File: src/rtl/game_tick_sequencer.sv
// game_tick_sequencer
//
// Schedules the work for one game tick as an ordered stream of commands to
// the object-update datapath. The order is: fire a player bullet, spawn an
// enemy tank, move every live bullet, then move every live enemy tank. This
// block owns the live-object counts and the swap-with-last delete
// bookkeeping, so the updater only ever executes one command at a time.
//
// Ports
//   clk_100mhz  system clock; every flop updates on its rising edge
//   rst_n       asynchronous active-low reset
//   tick        one-cycle game-tick strobe
//   shoot_req   one-cycle player fire strobe; latched until served
//   spawn_req   one-cycle enemy spawn strobe; latched until served
//   cmd_valid   a command is presented; held until cmd_done
//   cmd_op      0 MOVE_BULLET, 1 MOVE_TANK, 2 SPAWN_TANK, 3 FIRE
//   cmd_slot    target slot of the command
//   cmd_last    last live slot of the addressed table (swap source on delete)
//   cmd_done    updater completion, only honoured while cmd_valid=1
//   cmd_kill    with cmd_done: delete (MOVE ops) or rejected (SPAWN/FIRE)
//   n_bullets   live bullet count
//   n_tanks     live tank count, player included
//   busy        a tick sequence is in progress
//   tick_done   one-cycle pulse when the tick sequence has finished
//   overrun     sticky: a tick arrived that could not be accepted
//   game_over   sticky: a kill was reported against the player tank
module game_tick_sequencer #(
    parameter int MAX_TANKS   = 10,
    parameter int MAX_BULLETS = 10
) (
    input  logic       clk_100mhz,
    input  logic       rst_n,
    input  logic       tick,
    input  logic       shoot_req,
    input  logic       spawn_req,
    output logic       cmd_valid,
    output logic [1:0] cmd_op,
    output logic [6:0] cmd_slot,
    output logic [6:0] cmd_last,
    input  logic       cmd_done,
    input  logic       cmd_kill,
    output logic [6:0] n_bullets,
    output logic [5:0] n_tanks,
    output logic       busy,
    output logic       tick_done,
    output logic       overrun,
    output logic       game_over
);

    localparam logic [1:0] OP_MOVE_BULLET = 2'd0;
    localparam logic [1:0] OP_MOVE_TANK   = 2'd1;
    localparam logic [1:0] OP_SPAWN_TANK  = 2'd2;
    localparam logic [1:0] OP_FIRE        = 2'd3;

    localparam logic [6:0] MAX_B = 7'(MAX_BULLETS);
    localparam logic [5:0] MAX_T = 6'(MAX_TANKS);

    typedef enum logic [2:0] {
        S_IDLE,
        S_FIRE,
        S_SPAWN,
        S_BWALK,
        S_TWALK,
        S_NEXT
    } state_t;

    // Phase ordering matters: NEXT picks the first applicable phase at or
    // after the current one, so the enum values must follow the tick order.
    typedef enum logic [1:0] {
        PH_FIRE,
        PH_SPAWN,
        PH_BWALK,
        PH_TWALK
    } phase_t;

    state_t     state_q, state_d;
    phase_t     phase_q, phase_d;
    logic [6:0] ptr_q, ptr_d;
    logic [6:0] n_bullets_q, n_bullets_d;
    logic [5:0] n_tanks_q, n_tanks_d;
    logic       shoot_pend_q, shoot_pend_d;
    logic       spawn_pend_q, spawn_pend_d;
    logic       tick_done_q, tick_done_d;
    logic       overrun_q, overrun_d;
    logic       game_over_q, game_over_d;
    logic [1:0] cmd_op_q, cmd_op_d;
    logic [6:0] cmd_slot_q, cmd_slot_d;
    logic [6:0] cmd_last_q, cmd_last_d;

    logic       shoot_clr;
    logic       spawn_clr;
    logic       b_full;
    logic       t_full;
    logic [6:0] bptr;
    logic [6:0] tptr;

    always_ff @(posedge clk_100mhz or negedge rst_n) begin
        if (!rst_n) begin
            state_q      <= S_IDLE;
            phase_q      <= PH_FIRE;
            ptr_q        <= 7'd0;
            n_bullets_q  <= 7'd0;
            n_tanks_q    <= 6'd1;
            shoot_pend_q <= 1'b0;
            spawn_pend_q <= 1'b0;
            tick_done_q  <= 1'b0;
            overrun_q    <= 1'b0;
            game_over_q  <= 1'b0;
            cmd_op_q     <= 2'd0;
            cmd_slot_q   <= 7'd0;
            cmd_last_q   <= 7'd0;
        end else begin
            state_q      <= state_d;
            phase_q      <= phase_d;
            ptr_q        <= ptr_d;
            n_bullets_q  <= n_bullets_d;
            n_tanks_q    <= n_tanks_d;
            shoot_pend_q <= shoot_pend_d;
            spawn_pend_q <= spawn_pend_d;
            tick_done_q  <= tick_done_d;
            overrun_q    <= overrun_d;
            game_over_q  <= game_over_d;
            cmd_op_q     <= cmd_op_d;
            cmd_slot_q   <= cmd_slot_d;
            cmd_last_q   <= cmd_last_d;
        end
    end

    always_comb begin
        state_d     = state_q;
        phase_d     = phase_q;
        ptr_d       = ptr_q;
        n_bullets_d = n_bullets_q;
        n_tanks_d   = n_tanks_q;
        tick_done_d = 1'b0;
        game_over_d = game_over_q;
        cmd_op_d    = cmd_op_q;
        cmd_slot_d  = cmd_slot_q;
        cmd_last_d  = cmd_last_q;
        shoot_clr   = 1'b0;
        spawn_clr   = 1'b0;

        // A tick is only accepted from IDLE, and not in the cycle that the
        // previous sequence reports completion.
        overrun_d = overrun_q | (tick & ((state_q != S_IDLE) | tick_done_q));

        b_full = (n_bullets_q >= MAX_B);
        t_full = (n_tanks_q >= MAX_T);

        // Walk pointers restart whenever their walk is entered fresh; the
        // tank walk skips slot 0 because that is the player.
        bptr = (phase_q == PH_BWALK) ? ptr_q : 7'd0;
        tptr = (phase_q == PH_TWALK) ? ptr_q : 7'd1;

        unique case (state_q)
            S_IDLE: begin
                if (tick && !tick_done_q) begin
                    state_d = S_NEXT;
                    phase_d = PH_FIRE;
                    ptr_d   = 7'd0;
                end
            end

            S_NEXT: begin
                if (phase_q == PH_FIRE && shoot_pend_q && !b_full) begin
                    state_d    = S_FIRE;
                    cmd_op_d   = OP_FIRE;
                    cmd_slot_d = n_bullets_q;
                    cmd_last_d = (n_bullets_q == 7'd0) ? 7'd0 : n_bullets_q - 7'd1;
                    shoot_clr  = 1'b1;
                end else if (phase_q <= PH_SPAWN && spawn_pend_q && !t_full) begin
                    state_d    = S_SPAWN;
                    phase_d    = PH_SPAWN;
                    cmd_op_d   = OP_SPAWN_TANK;
                    cmd_slot_d = {1'b0, n_tanks_q};
                    cmd_last_d = {1'b0, n_tanks_q} - 7'd1;
                    spawn_clr  = 1'b1;
                end else if (phase_q <= PH_BWALK && bptr < n_bullets_q) begin
                    state_d    = S_BWALK;
                    phase_d    = PH_BWALK;
                    ptr_d      = bptr;
                    cmd_op_d   = OP_MOVE_BULLET;
                    cmd_slot_d = bptr;
                    cmd_last_d = n_bullets_q - 7'd1;
                end else if (tptr < {1'b0, n_tanks_q}) begin
                    state_d    = S_TWALK;
                    phase_d    = PH_TWALK;
                    ptr_d      = tptr;
                    cmd_op_d   = OP_MOVE_TANK;
                    cmd_slot_d = tptr;
                    cmd_last_d = {1'b0, n_tanks_q} - 7'd1;
                end else begin
                    state_d     = S_IDLE;
                    tick_done_d = 1'b1;
                end

                // Requests against a full table are dropped rather than
                // carried into later ticks. The tank count cannot change
                // while a FIRE is outstanding, so dropping a spawn early is
                // equivalent to dropping it when its phase comes up.
                if (phase_q == PH_FIRE && b_full) begin
                    shoot_clr = 1'b1;
                end
                if (phase_q <= PH_SPAWN && t_full) begin
                    spawn_clr = 1'b1;
                end
            end

            S_FIRE: begin
                if (cmd_done) begin
                    if (!cmd_kill && n_bullets_q < MAX_B) begin
                        n_bullets_d = n_bullets_q + 7'd1;
                    end
                    phase_d = PH_SPAWN;
                    state_d = S_NEXT;
                end
            end

            S_SPAWN: begin
                if (cmd_done) begin
                    if (!cmd_kill && n_tanks_q < MAX_T) begin
                        n_tanks_d = n_tanks_q + 6'd1;
                    end
                    phase_d = PH_BWALK;
                    ptr_d   = 7'd0;
                    state_d = S_NEXT;
                end
            end

            // On a delete the last object is swapped into this slot, so the
            // pointer stays put to visit it. The walk ends naturally once
            // the pointer reaches the shrunken count.
            S_BWALK: begin
                if (cmd_done) begin
                    if (cmd_kill) begin
                        if (n_bullets_q != 7'd0) begin
                            n_bullets_d = n_bullets_q - 7'd1;
                        end
                    end else begin
                        ptr_d = ptr_q + 7'd1;
                    end
                    state_d = S_NEXT;
                end
            end

            // A kill against slot 0 is the player dying: flag it and keep the
            // player in the table instead of deleting it.
            S_TWALK: begin
                if (cmd_done) begin
                    if (cmd_kill) begin
                        if (cmd_slot_q == 7'd0) begin
                            game_over_d = 1'b1;
                        end else if (n_tanks_q > 6'd1) begin
                            n_tanks_d = n_tanks_q - 6'd1;
                        end
                    end else begin
                        ptr_d = ptr_q + 7'd1;
                    end
                    state_d = S_NEXT;
                end
            end

            default: begin
                state_d = S_IDLE;
            end
        endcase

        // A fresh strobe in the same cycle as a clear wins, so no request
        // is lost.
        shoot_pend_d = shoot_req | (shoot_pend_q & ~shoot_clr);
        spawn_pend_d = spawn_req | (spawn_pend_q & ~spawn_clr);
    end

    assign cmd_valid = (state_q == S_FIRE) || (state_q == S_SPAWN) ||
                       (state_q == S_BWALK) || (state_q == S_TWALK);
    assign cmd_op    = cmd_op_q;
    assign cmd_slot  = cmd_slot_q;
    assign cmd_last  = cmd_last_q;
    assign n_bullets = n_bullets_q;
    assign n_tanks   = n_tanks_q;
    assign busy      = (state_q != S_IDLE);
    assign tick_done = tick_done_q;
    assign overrun   = overrun_q;
    assign game_over = game_over_q;

endmodule

File: config.mk
export PLATFORM = sky130hd
export DESIGN_NAME = game_tick_sequencer
export DESIGN_NICKNAME = d
export VERILOG_FILES = /design/src/rtl/game_tick_sequencer.sv
export SDC_FILE = /design/constraint.sdc
export NUM_CORES = 1
export LEC_CHECK = 0
export ABC_AREA = 1
export CAP_MARGIN = 30
export CORE_UTILIZATION = 45
export CTS_CLUSTER_SIZE = 30
export DETAILED_ROUTE_END_ITERATION = 6
export MAX_ROUTING_LAYER = met4
export PLACE_DENSITY_LB_ADDON = 0.25
export SETUP_SLACK_MARGIN = 0.1
export SYNTH_ARGS = -nofsm -noshare
export SYNTH_HDL_FRONTEND = slang
export SYNTH_SLANG_ARGS = --single-unit
File: constraint.sdc
create_clock -name clk_100mhz -period 2.42 [get_ports clk_100mhz]
set_input_delay 0.242 -clock clk_100mhz [delete_from_list [all_inputs] [get_ports clk_100mhz]]
set_output_delay 0.242 -clock clk_100mhz [all_outputs]
set_load 0.03 [all_outputs]
==> Word-level counts from Yosys, hierarchy flattened <==
Cells that the tools add are included.
{ "word_totals": {"register_bits": 46, "latch_bits": 0, "ram_bits": 0, "mem_bits_ro": 0, "inputBits": 7, "output_inout_bits": 34, "word_cells": 162, "n_memories": 0} }
{ "op_classes": {"add_sub_neg": 6, "n_mul": 0, "n_div": 0, "order_cmp": 9, "eq_ne": 26, "shifts": 0, "mux": 62, "n_bitwise": 9, "n_reduce_logical": 37} }
{ "op_table": {"columns": ["cell", "count"], "rows": [
  ["7-bit 2-to-1 mux", 22],
  ["6-bit 2-to-1 mux", 6],
  ["2-bit inequality test (second input constant)", 15],
  ["7-bit case mux with 4 select lines", 1],
  ["2-bit 2-to-1 mux", 11],
  ["3-bit 2-to-1 mux", 6],
  ["7-bit by 1-bit adder with 7-bit output (second input constant)", 2],
  ["7-bit zero test", 2],
  ["7-bit case mux with 2 select lines", 1],
  ["1-bit 2-to-1 mux", 12],
  ["6-bit case mux with 2 select lines", 1],
  ["6-bit AND reduction", 2],
  ["4-bit nonzero test", 3],
  ["1-bit logical AND", 10],
  ["3-bit case mux with 3 select lines", 1],
  ["2-bit case mux with 4 select lines", 1],
  ["8-bit AND reduction", 1],
  ["7-bit by 4-bit greater-or-equal comparator with 1-bit output (second input constant)", 1],
  ["7-bit by 4-bit < comparator with 1-bit output (second input constant)", 1],
  ["7-bit by 6-bit < comparator with 1-bit output", 1],
  ["7-bit < comparator", 1],
  ["7-bit AND reduction", 1],
  ["7-bit nonzero test", 1],
  ["6-bit by 1-bit subtractor with 7-bit output (second input constant)", 1],
  ["28 further kinds", 45]
]} }

==> Depth between registers and ports, before layout <==
Gate-level depths: netlist of the first run.
{ "depth": {"depth_word": 10, "mapped_depth": 16, "depth_no_buf": 16} }

==> Least setup slack after synthesis of the first run <==
No wires, ideal clock.
{ "synth_path": {"kind": "register to register", "startpoint": "register n_bullets_q[6], in the netlist n_bullets[6]", "endpoint": "register ptr_q[3]", "setup_ns": 0.065, "arrival_ns": 2.052, "required_ns": 2.355, "setup_slack_ns": 0.303, "path_stages_with_launch": 13, "path_buffers": 1, "cell_sequence": "dfrtp_1 inv_1 ha_1 a21oi_1 nand3_1 nor2_4 buf_2 nand3_1 o21ai_0 nand2_1 nand2_1 nand2_1 nand2_1"} }
{ "synth_between": {"elab_chain_cells": 6} }
{ "synth_lines": {"columns": ["element", "line_no", "source"], "rows": [
  ["start, declared", "79", "logic [6:0] n_bullets_q, n_bullets_d;"],
  ["start signal, assigned", "116", "n_bullets_q <= n_bullets_d;"],
  ["7-bit < comparator", "178", "end else if (phase_q <= PH_BWALK && bptr < n_bullets_q) begin"],
  ["1-bit logical AND", "178", null],
  ["7-bit 2-to-1 mux", "178", null],
  ["7-bit 2-to-1 mux", "171", "end else if (phase_q <= PH_SPAWN && spawn_pend_q && !t_full) begin"],
  ["7-bit 2-to-1 mux", "165", "if (phase_q == PH_FIRE && shoot_pend_q && !b_full) begin"],
  ["7-bit case mux with 4 select lines", "155", "unique case (state_q)"],
  ["end signal, assigned", "115", "ptr_q <= ptr_d;"],
  ["end, declared", "78", "logic [6:0] ptr_q, ptr_d;"]
]} }
Several ways; a longest one is shown, not always the timed one. The select of a mux whose other input is x is not followed.
A chain may end at the register's enable or synchronous reset.

==> Final worst setup path of the first run <==
{ "layout_path": {"startpoint": "register phase_q[0]", "endpoint": "register cmd_last_q[1], in the netlist cmd_last[1]"} }
{ "layout_between": {"elab_chain_cells": 7} }
{ "layout_lines": {"columns": ["element", "line_no", "source"], "rows": [
  ["start, declared", "77", "phase_t phase_q, phase_d;"],
  ["start signal, assigned", "114", "phase_q <= phase_d;"],
  ["2-bit == test", "152", "bptr = (phase_q == PH_BWALK) ? ptr_q : 7'd0;"],
  ["7-bit 2-to-1 mux", "152", null],
  ["7-bit < comparator", "178", null],
  ["1-bit logical AND", "178", null],
  ["7-bit 2-to-1 mux", "178", null],
  ["7-bit 2-to-1 mux", "171", null],
  ["7-bit 2-to-1 mux", "165", null],
  ["end signal, assigned", "125", "cmd_last_q <= cmd_last_d;"],
  ["end, declared", "88", "logic [6:0] cmd_last_q, cmd_last_d;"]
]} }
Several ways; a longest one is shown, not always the timed one.

==> results of run 1 <==
per-layer routing:
metal | wire length (µm) | GRT usage (%) | vias to the layer above
met5 | 0 | - | -
met4 | 273 | 8.08 | 0
met3 | 582 | 3.98 | 25
met2 | 4980 | 41.7 | 120
met1 | 5080 | 37.9 | 1735
li1 | - | - | 1896
state kept, by name, summed over array words and instances (netlist names), 2 cells and up:
name,count
cmd_last,7
cmd_op,2
cmd_slot,7
n_bullets,7
n_tanks,6
phase_q,2
ptr_q,7
state_q,3
logic make-up (layout without fill, tap and decap cells):
group | count (synthesis) | in the layout
AOI/OAI and AO/OA | 67 | 67
buffers and inverters | 74 | 136
adders and majority gates | 20 | 20
and+or+nand+nor | 328 | 328
xor gates and xnor gates | 14 | 14
DFF | 46 | 46
power by group through the flow:
stage | registers [mW] | clock network, mW | logic, mW
floorplan | 1.72 | 0 | 2.65
detailed placement | 1.35 | 0 | 4.41
finish | 1.34 | 0.503 | 4.53
global route | 1.38 | 0.545 | 4.99
global placement | 1.34 | 0 | 4.38
CTS | 1.34 | 0.514 | 4.42
layout make-up:
type                    instances  share of cell area [%]
inverters                      60                    5.25
clock inverters                 3                   0.522
multi-input cells             429                    51.3
flip-flops and latches         46                    25.3
well taps                     102                    2.80
clock buffers                   5                    1.51
repair buffers                 68                    13.4
synth_stat cells (3+ instances only):
library cell / count / area [µm²]
a21oi_1: 10 / 50.1
buf_2: 3 / 15.0
buf_4: 7 / 52.6
buf_6: 3 / 33.8
dfrtp_1: 45 / 1130
ha_1: 20 / 250
inv_1: 41 / 154
inv_2: 15 / 56.3
inv_4: 3 / 18.8
nand2_1: 168 / 631
nand2_2: 6 / 37.5
nand2_4: 3 / 33.8
nand3_1: 46 / 230
nand3_2: 3 / 30.0
nand4_1: 15 / 93.8
nor2_1: 62 / 233
nor2_2: 7 / 43.8
nor2_4: 3 / 33.8
nor3_1: 3 / 15.0
o21ai_0: 34 / 170
o21ai_1: 9 / 45.0
o21ai_2: 3 / 26.3
o21bai_1: 4 / 30.0
xnor2_1: 4 / 35.0
xor2_1: 10 / 87.6
how the worst max path moves through the flow:
stage,end
floorplan,ptr_q[3]
global placement,cmd_last[0]
detailed placement,ptr_q[5]
CTS,cmd_last[6]
global route,cmd_last[6]
finish,cmd_last[1]
what timing repair did:
action | in CTS | in global routing
resized for setup | 0 | 15
setup endpoints to repair | 0 | 25
setup buffers | 0 | 4
hold buffers | 1 | 0
hold endpoints to repair | 20 | 0
per-stage QoR:
step                setup WS, ps  area, µm²  cells  util (%)
global placement             199       4350    700      55.2
CTS                          110       4460    709      56.5
detailed placement           114       4350    700      55.2
floorplan                    303       3760    549         -
finish                       243       4550    713      57.7
global route                80.4       4550    713      57.7
==> results.json, run 1 <==
{
  "p_clk_share_pct": 7.9,
  "clock_latency_ps": 310,
  "reg2reg_depth": 13,
  "worst-path-stages": 13,
  "numClockSinks": 46,
  "place_congestion": 1.11,
  "path_buf_inv": 3,
  "grt-ovfl-total": 0,
  "reg2reg_slack_ps": 240,
  "peakVddDrop_uv": 747,
  "timing.hold.ws_ps": 431,
  "clockBufferDepth": 2,
  "switchingPower_mw": 3.50,
  "syn_area_per_cell_um2": 6.85,
  "layout_commonest_cell": "nand2_1",
  "arrival_ps": 2380,
  "drc_errors": 0,
  "yosysWarningCount": 0,
  "synth_area_um2": 3760,
  "coreArea_um2": 7890,
  "synth_fa_ha_area_share_pct": 6.65,
  "num_rows": 32,
  "timing.fmax_ghz": 0.459,
  "drt-initial-drc-count": 263,
  "finalSetupViolations": 0,
  "clock-root-buffer": "clkbuf_8",
  "cts_tree": "built",
  "nFillCells": 767,
  "syn-num-nets": 576,
  "drive_above_1_share_pct": 16.4,
  "antenna_cells": 0,
  "async_reset_ff_share_pct": 100,
  "routed_wl_um": 10900,
  "htreeDepth": 2,
  "synth.yosys.seq_area_share_pct": 30.6,
  "r2r-end": "cmd_last[1]",
  "switching_share_pct": 54.9,
  "fin_crit_ps": 2180,
  "synthSimpleGateAreaFrac_pct": 40.4,
  "crit_fanout": 7,
  "ys.flop_type": "dfrtp_1",
  "syn_inst": 549,
  "grt_usage_pct": 27.4,
  "die_height_um": 93.4,
  "place_hpwl_um": 8770,
  "antenna_found_initial": 0,
  "area_growth_pct": 21.0,
  "max_stage_delay_ps": 390,
  "crit_family": "simple AND/OR/NAND/NOR gates",
  "pwr-share-comb_pct": 71.1,
  "ios": 41,
  "ys_seq_elements": 46,
  "synth_mux_area_share_pct": 0,
  "min_path_type": "primary input to async pin",
  "dieArea_um2": 8730,
  "report.final.slew_viol_count": 0,
  "synth_compound_area_share_pct": 10.0,
  "worstPathCellList": "inv_2, nand2_2, nor2_1, ha_1, nor3b_2, nor2_4, buf_4, buf_4, nand4_1, nand2_1, nor2_1, nor2_1, nor2_1",
  "grt_pass1_vias": 3506,
  "status": "completed",
  "synth-edff-count": 0,
  "timing.critical_path.mode_cell": "nor2_1",
  "start_util_pct": 47.7,
  "cp-startpoint": "phase_q[0]",
  "final_cell_mix": "nand2_1 (167), nor2_1 (58), dfrtp_1 (45)",
  "required_ps": 2630,
  "nets": 637,
  "slowest_stage": "dfrtp_1",
  "timing.slew.headroom_pct": 64.7,
  "die_w_um": 93.4,
  "synth_xor_area_share_pct": 3.26,
  "rsz0062_at_grt": "no",
  "power_mw": 6.37,
  "cts_buffers": 5,
  "pwr-share-seq_pct": 21.0,
  "clk_pin_slew_ps": 100,
  "powerDensity_nw_per_um2": 1400,
  "endpoint_kind": "register",
  "hold_viol_final": 0,
  "synth_cell_types": 43,
  "start_kind": "register",
  "grt_pass1_wl_um": 18000,
  "fin_crit_sh_pct": 90.0,
  "cap_violations": 0,
  "internal_power_mw": 2.87,
  "final.setup_skew_ps": 12.4,
  "seq_area_um2": 1150,
  "detail-route-antenna-nets": 0,
  "viasPerCell": 5.30,
  "io_buffers": 40,
  "firstDrtPassIters": 5,
  "synth_top_family_by_area": "simple AND/OR/NAND/NOR gates",
  "grt_max_degree": 26,
  "setup_tns_ps": 0,
  "multi_input_area_um2": 2330,
  "vias": 3776,
  "wl_per_cell_um": 15.3,
  "rr_startpoint": "phase_q[0]",
  "tightest_slew_ps": 530,
  "crit_type": "register to register",
  "p_leak_nw": 2.25
}
(Power assumes the default switching activity.)
==> inputs of run 2 (changes only) <==
==> constraint.sdc (replaced) <==
create_clock -name clk_100mhz -period 2.6 [get_ports clk_100mhz]
set_input_delay 0.26 -clock clk_100mhz [delete_from_list [all_inputs] [get_ports clk_100mhz]]
set_output_delay 0.26 -clock clk_100mhz [all_outputs]
set_load 0.03 [all_outputs]
==> results.json, run 2 (same netlist as run 1, synthesis figures left out) <==
{
  "status": "completed",
  "arrival_ps": 2610,
  "start_kind": "register",
  "final_cell_mix": "nand2_1 (167), nor2_1 (61), nand3_1 (44), dfrtp_1 (44), inv_1 (41)",
  "crit_fanout": 7,
  "required_ps": 2850,
  "fin_crit_sh_pct": 90.7,
  "dieArea_um2": 8730,
  "drive_above_1_share_pct": 13.9,
  "num_rows": 32,
  "min_path_type": "primary input to async pin",
  "report.final.slew_viol_count": 0,
  "routed_wl_um": 11300,
  "place_ws_ps": 180,
  "vias": 3900,
  "post_layout_nonfiller_instances": 700,
  "cts_tree": "built",
  "dpl_cell_area_um2": 4280,
  "place_hpwl_um": 8790,
  "drt-initial-drc-count": 373,
  "power_mw": 5.83,
  "clockBufferDepth": 2,
  "coreArea_um2": 7890,
  "ios": 41,
  "detail-route-antenna-nets": 0,
  "timing.slew.headroom_pct": 41.9,
  "fin_util_pct": 56.3,
  "crit_type": "register to register",
  "io_buffers": 40,
  "cap_violations": 0,
  "clock_latency_ps": 310,
  "worst_slack_ps": 243,
  "grt_pass1_wl_um": 18300,
  "reg2reg_depth": 14,
  "htreeDepth": 2,
  "grt_usage_pct": 28.2,
  "p_leak_nw": 2.18,
  "cts_buffers": 5,
  "hold_viol_final": 0,
  "grt_pass1_vias": 3543,
  "nets": 624,
  "start_util_pct": 47.7,
  "grt_max_degree": 26,
  "finalSetupViolations": 0,
  "rsz0062_at_grt": "no",
  "endpoint_kind": "register",
  "final.setup_skew_ps": 6.55,
  "wl_per_cell_um": 16.1,
  "peakVddDrop_uv": 704,
  "reg2reg_slack_ps": 240,
  "seq_area_um2": 1150,
  "final_area_um2": 4440,
  "dp_cells": 688,
  "area_growth_pct": 18.0,
  "layout_commonest_cell": "nand2_1",
  "numClockSinks": 46,
  "multi_input_area_um2": 2300,
  "nFillCells": 783,
  "clk_pin_slew_ps": 90,
  "setup_tns_ps": 0,
  "timing.hold.ws_ps": 469,
  "drc_errors": 0,
  "die_height_um": 93.4,
  "antenna_cells": 0,
  "viasPerCell": 5.57,
  "grt-ovfl-total": 0,
  "tightest_slew_ps": 871,
  "timing.fmax_ghz": 0.424,
  "clock-root-buffer": "clkbuf_8",
  "die_w_um": 93.4,
  "firstDrtPassIters": 5,
  "fin_crit_ps": 2360,
  "antenna_found_initial": 0,
  "place_congestion": 0.994,
  "powerDensity_nw_per_um2": 1310
}
[run 2: cell count changes in the layout (fill, tap and decap cells not counted), sizes merged]
cell	before	now
clkinvlp	2	1
clkinv	1	4
buf	28	15
inv	60	58
[run 2: critical path: stages (launching register included)]
cell	delay, ps
dfrtp_1	430
inv_2	90
nand2_2	100
nor2_2	130
ha_1	270
a21oi_1	170
nand3_1	130
nor2_4	250
buf_4	160
nand3_1	80
o21ai_0	220
nand2_1	100
nand2_1	80
nand2_1	50
nand2_1	70
[run 2: final cells by class]
cell class / instances / share of cell area (%)
timing repair buffer: 55 / 11.8
sequential: 46 / 26.0
tap: 102 / 2.88
inverter: 60 / 5.50
multi-input combinational: 429 / 51.8
clock inverter: 3 / 0.479
clock buffer: 5 / 1.55
[run 2: what timing repair did]
action / CTS / global route
endpoints found under the setup margin: 0 / 25
endpoints found under the hold margin: 20 / 0
hold buffers: 1 / 0
buffers inserted: 0 / 3
resized for setup: 0 / 10
[run 2: path summary, 6_finish.rpt]
check,startpoint,end
worst max-delay path,phase_q[0],ptr_q[3]
worst min-delay path,rst_n,n_bullets[5]
worst max register to register,phase_q[0],ptr_q[3]
worst min register to register,game_over,game_over
max in group asynchronous,rst_n,ptr_q[5]
min in group clk_100mhz,game_over,game_over
[run 2: layer usage]
metal  routed length (µm)  vias up  track usage [%]
li1                     -     1872                -
met1                 5030     1807             38.2
met2                 5040      185             43.7
met3                  883       36             3.66
met4                  314        0             9.10
met5                    0        -                -
[run 2: power by group]
| group | switching (mW) | total (mW) | internal, mW |
|---|---|---|---|
| logic | 2.67 | 4.07 | 1.39 |
| registers | 0.328 | 1.31 | 0.978 |
| clock network | 0.270 | 0.459 | 0.189 |
| total | 3.27 | 5.83 | 2.56 |
